## src/rtl/multicycle_ctrl.sv

```systemverilog
// Multicycle MIPS-style main controller: Moore FSM with registered control outputs,
// plus the memory-handshake gating of irwrite/pcwrite in FETCH and the DECODE illegal-op pulse.
module multicycle_ctrl (
    input  logic       clk,
    input  logic       reset_n,
    input  logic [5:0] op,
    input  logic       memready,
    output logic       pcwrite,
    output logic       branch,
    output logic       branchne,
    output logic       iord,
    output logic       memread,
    output logic       memwrite,
    output logic       irwrite,
    output logic       memtoreg,
    output logic       regdst,
    output logic       regwrite,
    output logic       alusrca,
    output logic [1:0] alusrcb,
    output logic [1:0] pcsrc,
    output logic [2:0] aluop,
    output logic       illegal,
    output logic [3:0] state
);

    typedef enum logic [3:0] {
        FETCH   = 4'd0,
        DECODE  = 4'd1,
        MEMADR  = 4'd2,
        MEMRD   = 4'd3,
        MEMWB   = 4'd4,
        MEMWR   = 4'd5,
        RTYPEEX = 4'd6,
        RTYPEWB = 4'd7,
        BEQEX   = 4'd8,
        BNEEX   = 4'd9,
        ADDIEX  = 4'd10,
        SLTIEX  = 4'd11,
        ORIEX   = 4'd12,
        IMMWB   = 4'd13,
        JEX     = 4'd14
    } state_e;

    typedef struct packed {
        logic       pcwrite;
        logic       branch;
        logic       branchne;
        logic       iord;
        logic       memread;
        logic       memwrite;
        logic       fetch;
        logic       memtoreg;
        logic       regdst;
        logic       regwrite;
        logic       alusrca;
        logic [1:0] alusrcb;
        logic [1:0] pcsrc;
        logic [2:0] aluop;
        logic       decode;
    } ctrl_t;

    localparam logic [5:0] OP_RTYPE = 6'b000000;
    localparam logic [5:0] OP_J     = 6'b000010;
    localparam logic [5:0] OP_BEQ   = 6'b000100;
    localparam logic [5:0] OP_BNE   = 6'b000101;
    localparam logic [5:0] OP_ADDI  = 6'b001000;
    localparam logic [5:0] OP_SLTI  = 6'b001010;
    localparam logic [5:0] OP_ORI   = 6'b001101;
    localparam logic [5:0] OP_LW    = 6'b100011;
    localparam logic [5:0] OP_SW    = 6'b101011;

    function automatic logic is_legal_op(input logic [5:0] o);
        case (o)
            OP_RTYPE, OP_J, OP_BEQ, OP_BNE, OP_ADDI,
            OP_SLTI, OP_ORI, OP_LW, OP_SW: return 1'b1;
            default:                        return 1'b0;
        endcase
    endfunction

    state_e state_r;
    state_e next_state_s;
    logic   run_r;
    ctrl_t  ctrl_r;
    ctrl_t  ctrl_s;

    // State register; run_r holds FETCH for the first edge after reset release
    always_ff @(posedge clk or negedge reset_n) begin
        if (!reset_n) begin
            state_r <= FETCH;
            run_r   <= 1'b0;
        end else begin
            state_r <= next_state_s;
            run_r   <= 1'b1;
        end
    end

    // Next-state logic
    always_comb begin
        next_state_s = FETCH;
        if (!run_r) begin
            next_state_s = FETCH;
        end else begin
            case (state_r)
                FETCH:   next_state_s = memready ? DECODE : FETCH;
                DECODE: begin
                    case (op)
                        OP_LW, OP_SW: next_state_s = MEMADR;
                        OP_RTYPE:     next_state_s = RTYPEEX;
                        OP_BEQ:       next_state_s = BEQEX;
                        OP_BNE:       next_state_s = BNEEX;
                        OP_ADDI:      next_state_s = ADDIEX;
                        OP_SLTI:      next_state_s = SLTIEX;
                        OP_ORI:       next_state_s = ORIEX;
                        OP_J:         next_state_s = JEX;
                        default:      next_state_s = FETCH;
                    endcase
                end
                MEMADR:  next_state_s = (op == OP_LW) ? MEMRD : MEMWR;
                MEMRD:   next_state_s = memready ? MEMWB : MEMRD;
                MEMWB:   next_state_s = FETCH;
                MEMWR:   next_state_s = memready ? FETCH : MEMWR;
                RTYPEEX: next_state_s = RTYPEWB;
                RTYPEWB: next_state_s = FETCH;
                BEQEX:   next_state_s = FETCH;
                BNEEX:   next_state_s = FETCH;
                ADDIEX:  next_state_s = IMMWB;
                SLTIEX:  next_state_s = IMMWB;
                ORIEX:   next_state_s = IMMWB;
                IMMWB:   next_state_s = FETCH;
                JEX:     next_state_s = FETCH;
                default: next_state_s = FETCH;
            endcase
        end
    end

    // Output decode of the state being entered, so the registered outputs track state_r
    always_comb begin
        ctrl_s = '0;
        case (next_state_s)
            FETCH: begin
                ctrl_s.memread = 1'b1;
                ctrl_s.fetch   = 1'b1;
                ctrl_s.alusrcb = 2'b01;
            end
            DECODE: begin
                ctrl_s.alusrcb = 2'b11;
                ctrl_s.decode  = 1'b1;
            end
            MEMADR: begin
                ctrl_s.alusrca = 1'b1;
                ctrl_s.alusrcb = 2'b10;
            end
            MEMRD: begin
                ctrl_s.iord    = 1'b1;
                ctrl_s.memread = 1'b1;
            end
            MEMWB: begin
                ctrl_s.memtoreg = 1'b1;
                ctrl_s.regwrite = 1'b1;
            end
            MEMWR: begin
                ctrl_s.iord     = 1'b1;
                ctrl_s.memwrite = 1'b1;
            end
            RTYPEEX: begin
                ctrl_s.alusrca = 1'b1;
                ctrl_s.aluop   = 3'b010;
            end
            RTYPEWB: begin
                ctrl_s.regdst   = 1'b1;
                ctrl_s.regwrite = 1'b1;
            end
            BEQEX: begin
                ctrl_s.alusrca = 1'b1;
                ctrl_s.aluop   = 3'b001;
                ctrl_s.branch  = 1'b1;
                ctrl_s.pcsrc   = 2'b01;
            end
            BNEEX: begin
                ctrl_s.alusrca  = 1'b1;
                ctrl_s.aluop    = 3'b100;
                ctrl_s.branchne = 1'b1;
                ctrl_s.pcsrc    = 2'b01;
            end
            ADDIEX, SLTIEX, ORIEX: begin
                ctrl_s.alusrca = 1'b1;
                ctrl_s.alusrcb = 2'b10;
                if (next_state_s == SLTIEX) begin
                    ctrl_s.aluop = 3'b011;
                end else if (next_state_s == ORIEX) begin
                    ctrl_s.aluop = 3'b110;
                end else begin
                    ctrl_s.aluop = 3'b000;
                end
            end
            IMMWB: begin
                ctrl_s.regwrite = 1'b1;
            end
            JEX: begin
                ctrl_s.pcsrc   = 2'b10;
                ctrl_s.pcwrite = 1'b1;
            end
            default: ctrl_s = '0;
        endcase
    end

    // Control output register, cleared immediately by reset
    always_ff @(posedge clk or negedge reset_n) begin
        if (!reset_n) begin
            ctrl_r <= '0;
        end else begin
            ctrl_r <= ctrl_s;
        end
    end

    // irwrite/pcwrite in FETCH and illegal in DECODE are qualified by live inputs
    assign pcwrite  = ctrl_r.pcwrite | (ctrl_r.fetch & memready);
    assign irwrite  = ctrl_r.fetch & memready;
    assign illegal  = ctrl_r.decode & ~is_legal_op(op);
    assign branch   = ctrl_r.branch;
    assign branchne = ctrl_r.branchne;
    assign iord     = ctrl_r.iord;
    assign memread  = ctrl_r.memread;
    assign memwrite = ctrl_r.memwrite;
    assign memtoreg = ctrl_r.memtoreg;
    assign regdst   = ctrl_r.regdst;
    assign regwrite = ctrl_r.regwrite;
    assign alusrca  = ctrl_r.alusrca;
    assign alusrcb  = ctrl_r.alusrcb;
    assign pcsrc    = ctrl_r.pcsrc;
    assign aluop    = ctrl_r.aluop;
    assign state    = state_r;

endmodule

```

## config.mk

```make
export PLATFORM = sky130hd
export DESIGN_NAME = multicycle_ctrl
export DESIGN_NICKNAME = d
export VERILOG_FILES = /design/src/rtl/multicycle_ctrl.sv
export SDC_FILE = /design/constraint.sdc
export NUM_CORES = 1
export LEC_CHECK = 0
export ABC_AREA = 1
export CORE_ASPECT_RATIO = 0.8
export CORE_MARGIN = 2
export CORE_UTILIZATION = 44
export CTS_BUF_LIST = sky130_fd_sc_hd__clkbuf_8 sky130_fd_sc_hd__clkbuf_16
export DETAILED_ROUTE_END_ITERATION = 7
export GPL_TIMING_DRIVEN = 0
export PLACE_DENSITY_LB_ADDON = 0.2
export SYNTH_ARGS = -nofsm -noshare
export SYNTH_HDL_FRONTEND = slang
export SYNTH_SLANG_ARGS = --single-unit
```

## constraint.sdc

```tcl
create_clock -name clk -period 1.31 [get_ports clk]
set_input_delay 0.131 -clock clk [delete_from_list [all_inputs] [get_ports clk]]
set_output_delay 0.131 -clock clk [all_outputs]
set_load 0.02 [all_outputs]
```

* Word level (Yosys, flattened, before mapping) *
Index checks and enable logic that the tools add are counted.

storage, ports and cells
  register bits = 24
  input port bits = 9
  output and inout port bits = 23
  logic and storage cells = 89

operators by class
  equal/unequal tests = 30
  mux-type cells = 25
  bitwise gates (word level) = 4
  reduce and logical (&&, ||, !) cells = 13

operators by type and width
  cell                number
  $eq 4x4->1 const B  10
  $pmux 4 s8          1
  $pmux 4 s7          1
  $eq 4x3->1 const B  6
  $eq 6x4->1 const B  3
  $eq 4x2->1 const B  4
  $mux 3              5
  $mux 1              14
  $eq 6x3->1 const B  2
  $eq 6x6->1 const B  2
  $pmux 3 s4          1
  $reduce_or 3->1     3
  $reduce_or 9->1     1
  $eq 4x1->1 const B  2
  $logic_not 4->1     2
  $reduce_or 2->1     4
  $reduce_or 7->1     1
  $eq 6x2->1 const B  1
  $logic_not 6->1     1
  $pmux 2 s3          1
  $mux 4              1
  $pmux 2 s2          1
  $reduce_or 4->1     1
  $and 1x1->1         2
  other kinds (2)     2

* Depth between registers and ports, before layout *
  depth after elaboration = 9
  gate-level depth with buffers = 12
  gate-level depth less buffers = 12

* Worst setup path after synthesis *
Ideal clock, no wire load.

  path type = flip-flop to flip-flop
  from = register state_r[0] (netlist: state[0])
  to = register ctrl_r (netlist bit alusrca)
  setup time = 119 ps
  arrival = 1439 ps
  required time = 1191 ps
  setup slack = -248 ps
  cell stages (with the launch flop) = 10
  buffers on the path = 0
  clock period less this slack = 1558 ps
  cells stage by stage = dfrtp_1 > inv_1 > nor3_4 > nand2_1 > nand2_2 > nand2_2 > nor2_1 > nor2_1 > nor2_1 > nand2_1

RTL lines
  item                      RTL line  source
  start: declaration        80        state_e state_r;
  start signal: assignment  92        state_r <= next_state_s;
  end signal: assignment    212       ctrl_r <= ctrl_s;
  end: declaration          83        ctrl_t ctrl_r;

==> key figures <==
Status
  – Status: complete, but fails checks
  – Failing checks: setup timing

Synth
  – Avg Synthesized Cell Area: 7.74 um2
  – Share of synthesized registers carrying an async set or reset: 1.00
  – Synth Net Count: 181
  – Sequential fraction of the synthesis area: 0.432
  – Top-count cell post-synth: nor2_1
  – Main synth FF type: dfrtp_1
  – Flops & latches, synth: 23
  – Post-Syn Instances: 172
  – EDFF count, synth: 0
  – Synth cell count leaders: nor2_1, nand2_1, dfrtp_1
  – Synth top area share: 0.432
  – Unique cell type count in the Yosys netlist: 23
  – Ranking of synthesized cells by area: dfrtp_1, nor2_1, nand2_1
  – Synth Cell Area: roughly 1300 um2
  – Area leader, netlist: dfrtp_1
  – Ys Warns: 0

Power
  – Switch Pwr: 0.368 mW
  – Int Power: 1.02 mW
  – Worst VDD drop: 0.000708 V
  – Leakage power total: 1.10 nW
  – Switching share of power: 0.264
  – Clock power frac: 0.296
  – Comb pwr share: 0.176
  – Tot Pwr: 1.39 mW
  – Reg power frac: 0.529
  – PwrDens: 751 nW/um2

Layout
  – Diodes inserted: 0
  – Design area: 1850 um2
  – Fillers: 256
  – Util after Layout: 0.655
  – Area delta synth->final: 39.1%
  – Share of layout cells above drive strength 1: 0.393
  – Fin nets: around 220

STA
  – Highest Clock Rate: 622 MHz
  – Worst setup margin: -0.298 ns
  – Max-slew headroom: 0.359
  – Fin. max-slew vios: 0
  – Final setup viols: 20
  – Final Critical Period: 1.61 ns
  – Skew final: 0.00192 ns
  – Final worst path period share: 1.23
  – Slew @ Worst Pin: 0.959 ns
  – Final Hold Vio Count: 0
  – RSZ-0062 raised after global routing: true

Place
  – PortBufs: 31
  – Placed cell area: between 1500 and 2000 um2
  – RePlAce Congestion: about 0.91
  – Place WS: -0.682 ns
  – Final HPWL DP: 2.34 mm

Critical path
  – RR Startpoint: state[2]
  – CP required: 1.46 ns
  – Critical path peak fanout: 5
  – CP Launch Type: flip-flop
  – CP arrival: 1.76 ns
  – Reg2reg setup slack: -0.30 ns
  – Reg-to-reg critical path endpoint: alusrca
  – Type of the worst setup path: reg -> reg
  – Crit end category: flip-flop
  – R2R depth: 10

Clock network
  – CTS tree: done
  – Clk slew on worst S/H paths: 0.07 ns
  – CTS root buffer: clkbuf_8
  – CTS Buf Count: 3
  – H-tree depth: 1
  – Maximum root-to-sink buffer count: 2
  – CTS Sinks: 23
  – Hold Buf Count CTS: 0
  – Worst-Skew Late Latency: 0.26 ns

Floorplanning
  – Initial Util: 0.471
  – I/O pins: 32
  – Core area: 2830 um2
  – Rows: 17
  – Die Footprint: 3480 um2
  – Die Ht: 53.2 um
  – Die width: ~66 um

Detailed routing
  – Drt initial violations: 64
  – DRC viols: 0
  – Drt first pass iters: 4
  – Mean number of vias per cell: 4.98
  – Routed Antenna Nets: 0
  – WL final: 3.23 mm
  – Drt wl/cell: 12.8 um
  – DR vias: around 1300

Hold path
  – Hold Crit Class: in -> async

Global route
  – GRT Overall Usage: 0.188
  – Vias in the first global route: 1153
  – Grt ovf: 0
  – Antenna violations before repair: 0
  – Global-route wire length before repair: 4.96 mm
  – Largest net degree at the start of global routing: 24

Flow run
  – Max Cap Violations: 0
[sequential cells by signal, indices dropped and copies added (netlist names)]
register and cells:
branchne 1, ctrl_r 2, memtoreg 1, aluop 3, regwrite 1, iord 1
alusrca 1, state 4, memwrite 1, pcsrc 2, alusrcb 2, branch 1
memread 1, run_r 1, regdst 1
[power groups by stage]
| stage | combinational [mW] | clock, mW | sequential (mW) |
|---|---|---|---|
| 2_1_floorplan | 0.119 | 0 | 0.758 |
| 3_3_place_gp | 0.224 | 0 | 0.749 |
| 3_5_place_dp | 0.232 | 0 | 0.749 |
| 4_1_cts | 0.222 | 0.421 | 0.735 |
| 5_1_grt | 0.266 | 0.447 | 0.737 |
| 6_report | 0.244 | 0.411 | 0.735 |
[critical path: stages, from the launching register on]
cell,delay (ns)
dfrtp_2,0.44
inv_2,0.09
nand2_2,0.06
nor3_4,0.20
nand2_1,0.11
nand2_2,0.12
nand2_4,0.10
nor2_2,0.16
nor2_1,0.08
nor2_1,0.10
nand2_1,0.05
[metal layers]
layer  vias up  GRT usage  wire, um
met5         -          0         0
met4         0     0.0556        54
met3         9     0.0511       210
met2        50      0.333      1590
met1       587      0.225      1380
li1        610          -         -
[how the worst max path moves through the flow]
stage | end | slack [ns] | startpoint
after floorplan | aluop[1] | -0.13 | state[1]
after global routing | alusrca | -0.40 | state[2]
after CTS | aluop[1] | -0.26 | state[2]
after detailed placement | illegal | -0.68 | op[0]
final | alusrca | -0.30 | state[2]
after global placement | illegal | -0.61 | op[0]
[cells by family after synthesis]
kind of cell    count (synthesis)  share of synthesized area
flops                          23                      0.432
other cells                     1                    0.00282
simple gates                  110                      0.425
compound gates                  5                     0.0244
buf+inv                        33                      0.116
[layout make-up]
cell class                      instances  area, um2  area share
Inverter                               25        100      0.0541
Buffer                                  8       60.1      0.0324
Clock buffer                            3       41.3      0.0223
Multi-Input combinational cell        116        702       0.379
Clock inverter                          1       3.75     0.00203
Tap cell                               38       47.5      0.0257
Timing Repair Buffer                   38        317       0.171
Sequential cell                        23        581       0.314
[stage by stage]
step	std cells	hold slack (ns)	TNS [ns]
floorplan	172	-0.165	-1.10
global placement	241	0.689	-9.63
detailed placement	241	0.718	-11.65
CTS	249	0.436	-3.47
global route	252	0.492	-6.03
finish	252	0.404	-3.61
[cell usage in the layout, fill, tap and decap left out, drive strengths merged]
cell type	instances
clkinv	1
dlygate4sd2	20
o21ai	3
o211ai	1
clkbuf	8
nand2	39
nand3	24
or2	1
dlymetal6s2s	2
and3	1
conb	1
nor2	41
buf	17
dfrtp	23
clkdlybuf4s15	1
clkdlybuf4s50	1
o22ai	1
nand4	3
nor3	1
inv	25
[timing repair]
item | in CTS | in global routing
resized for setup | 42 | 32
endpoints found under the setup margin | 42 | 26
buffers inserted | 4 | 3
hold endpoints to repair | 0 | 0
pin swaps | 8 | 3
gates cloned | 0 | 0
Power figures use the tool's default switching activity.
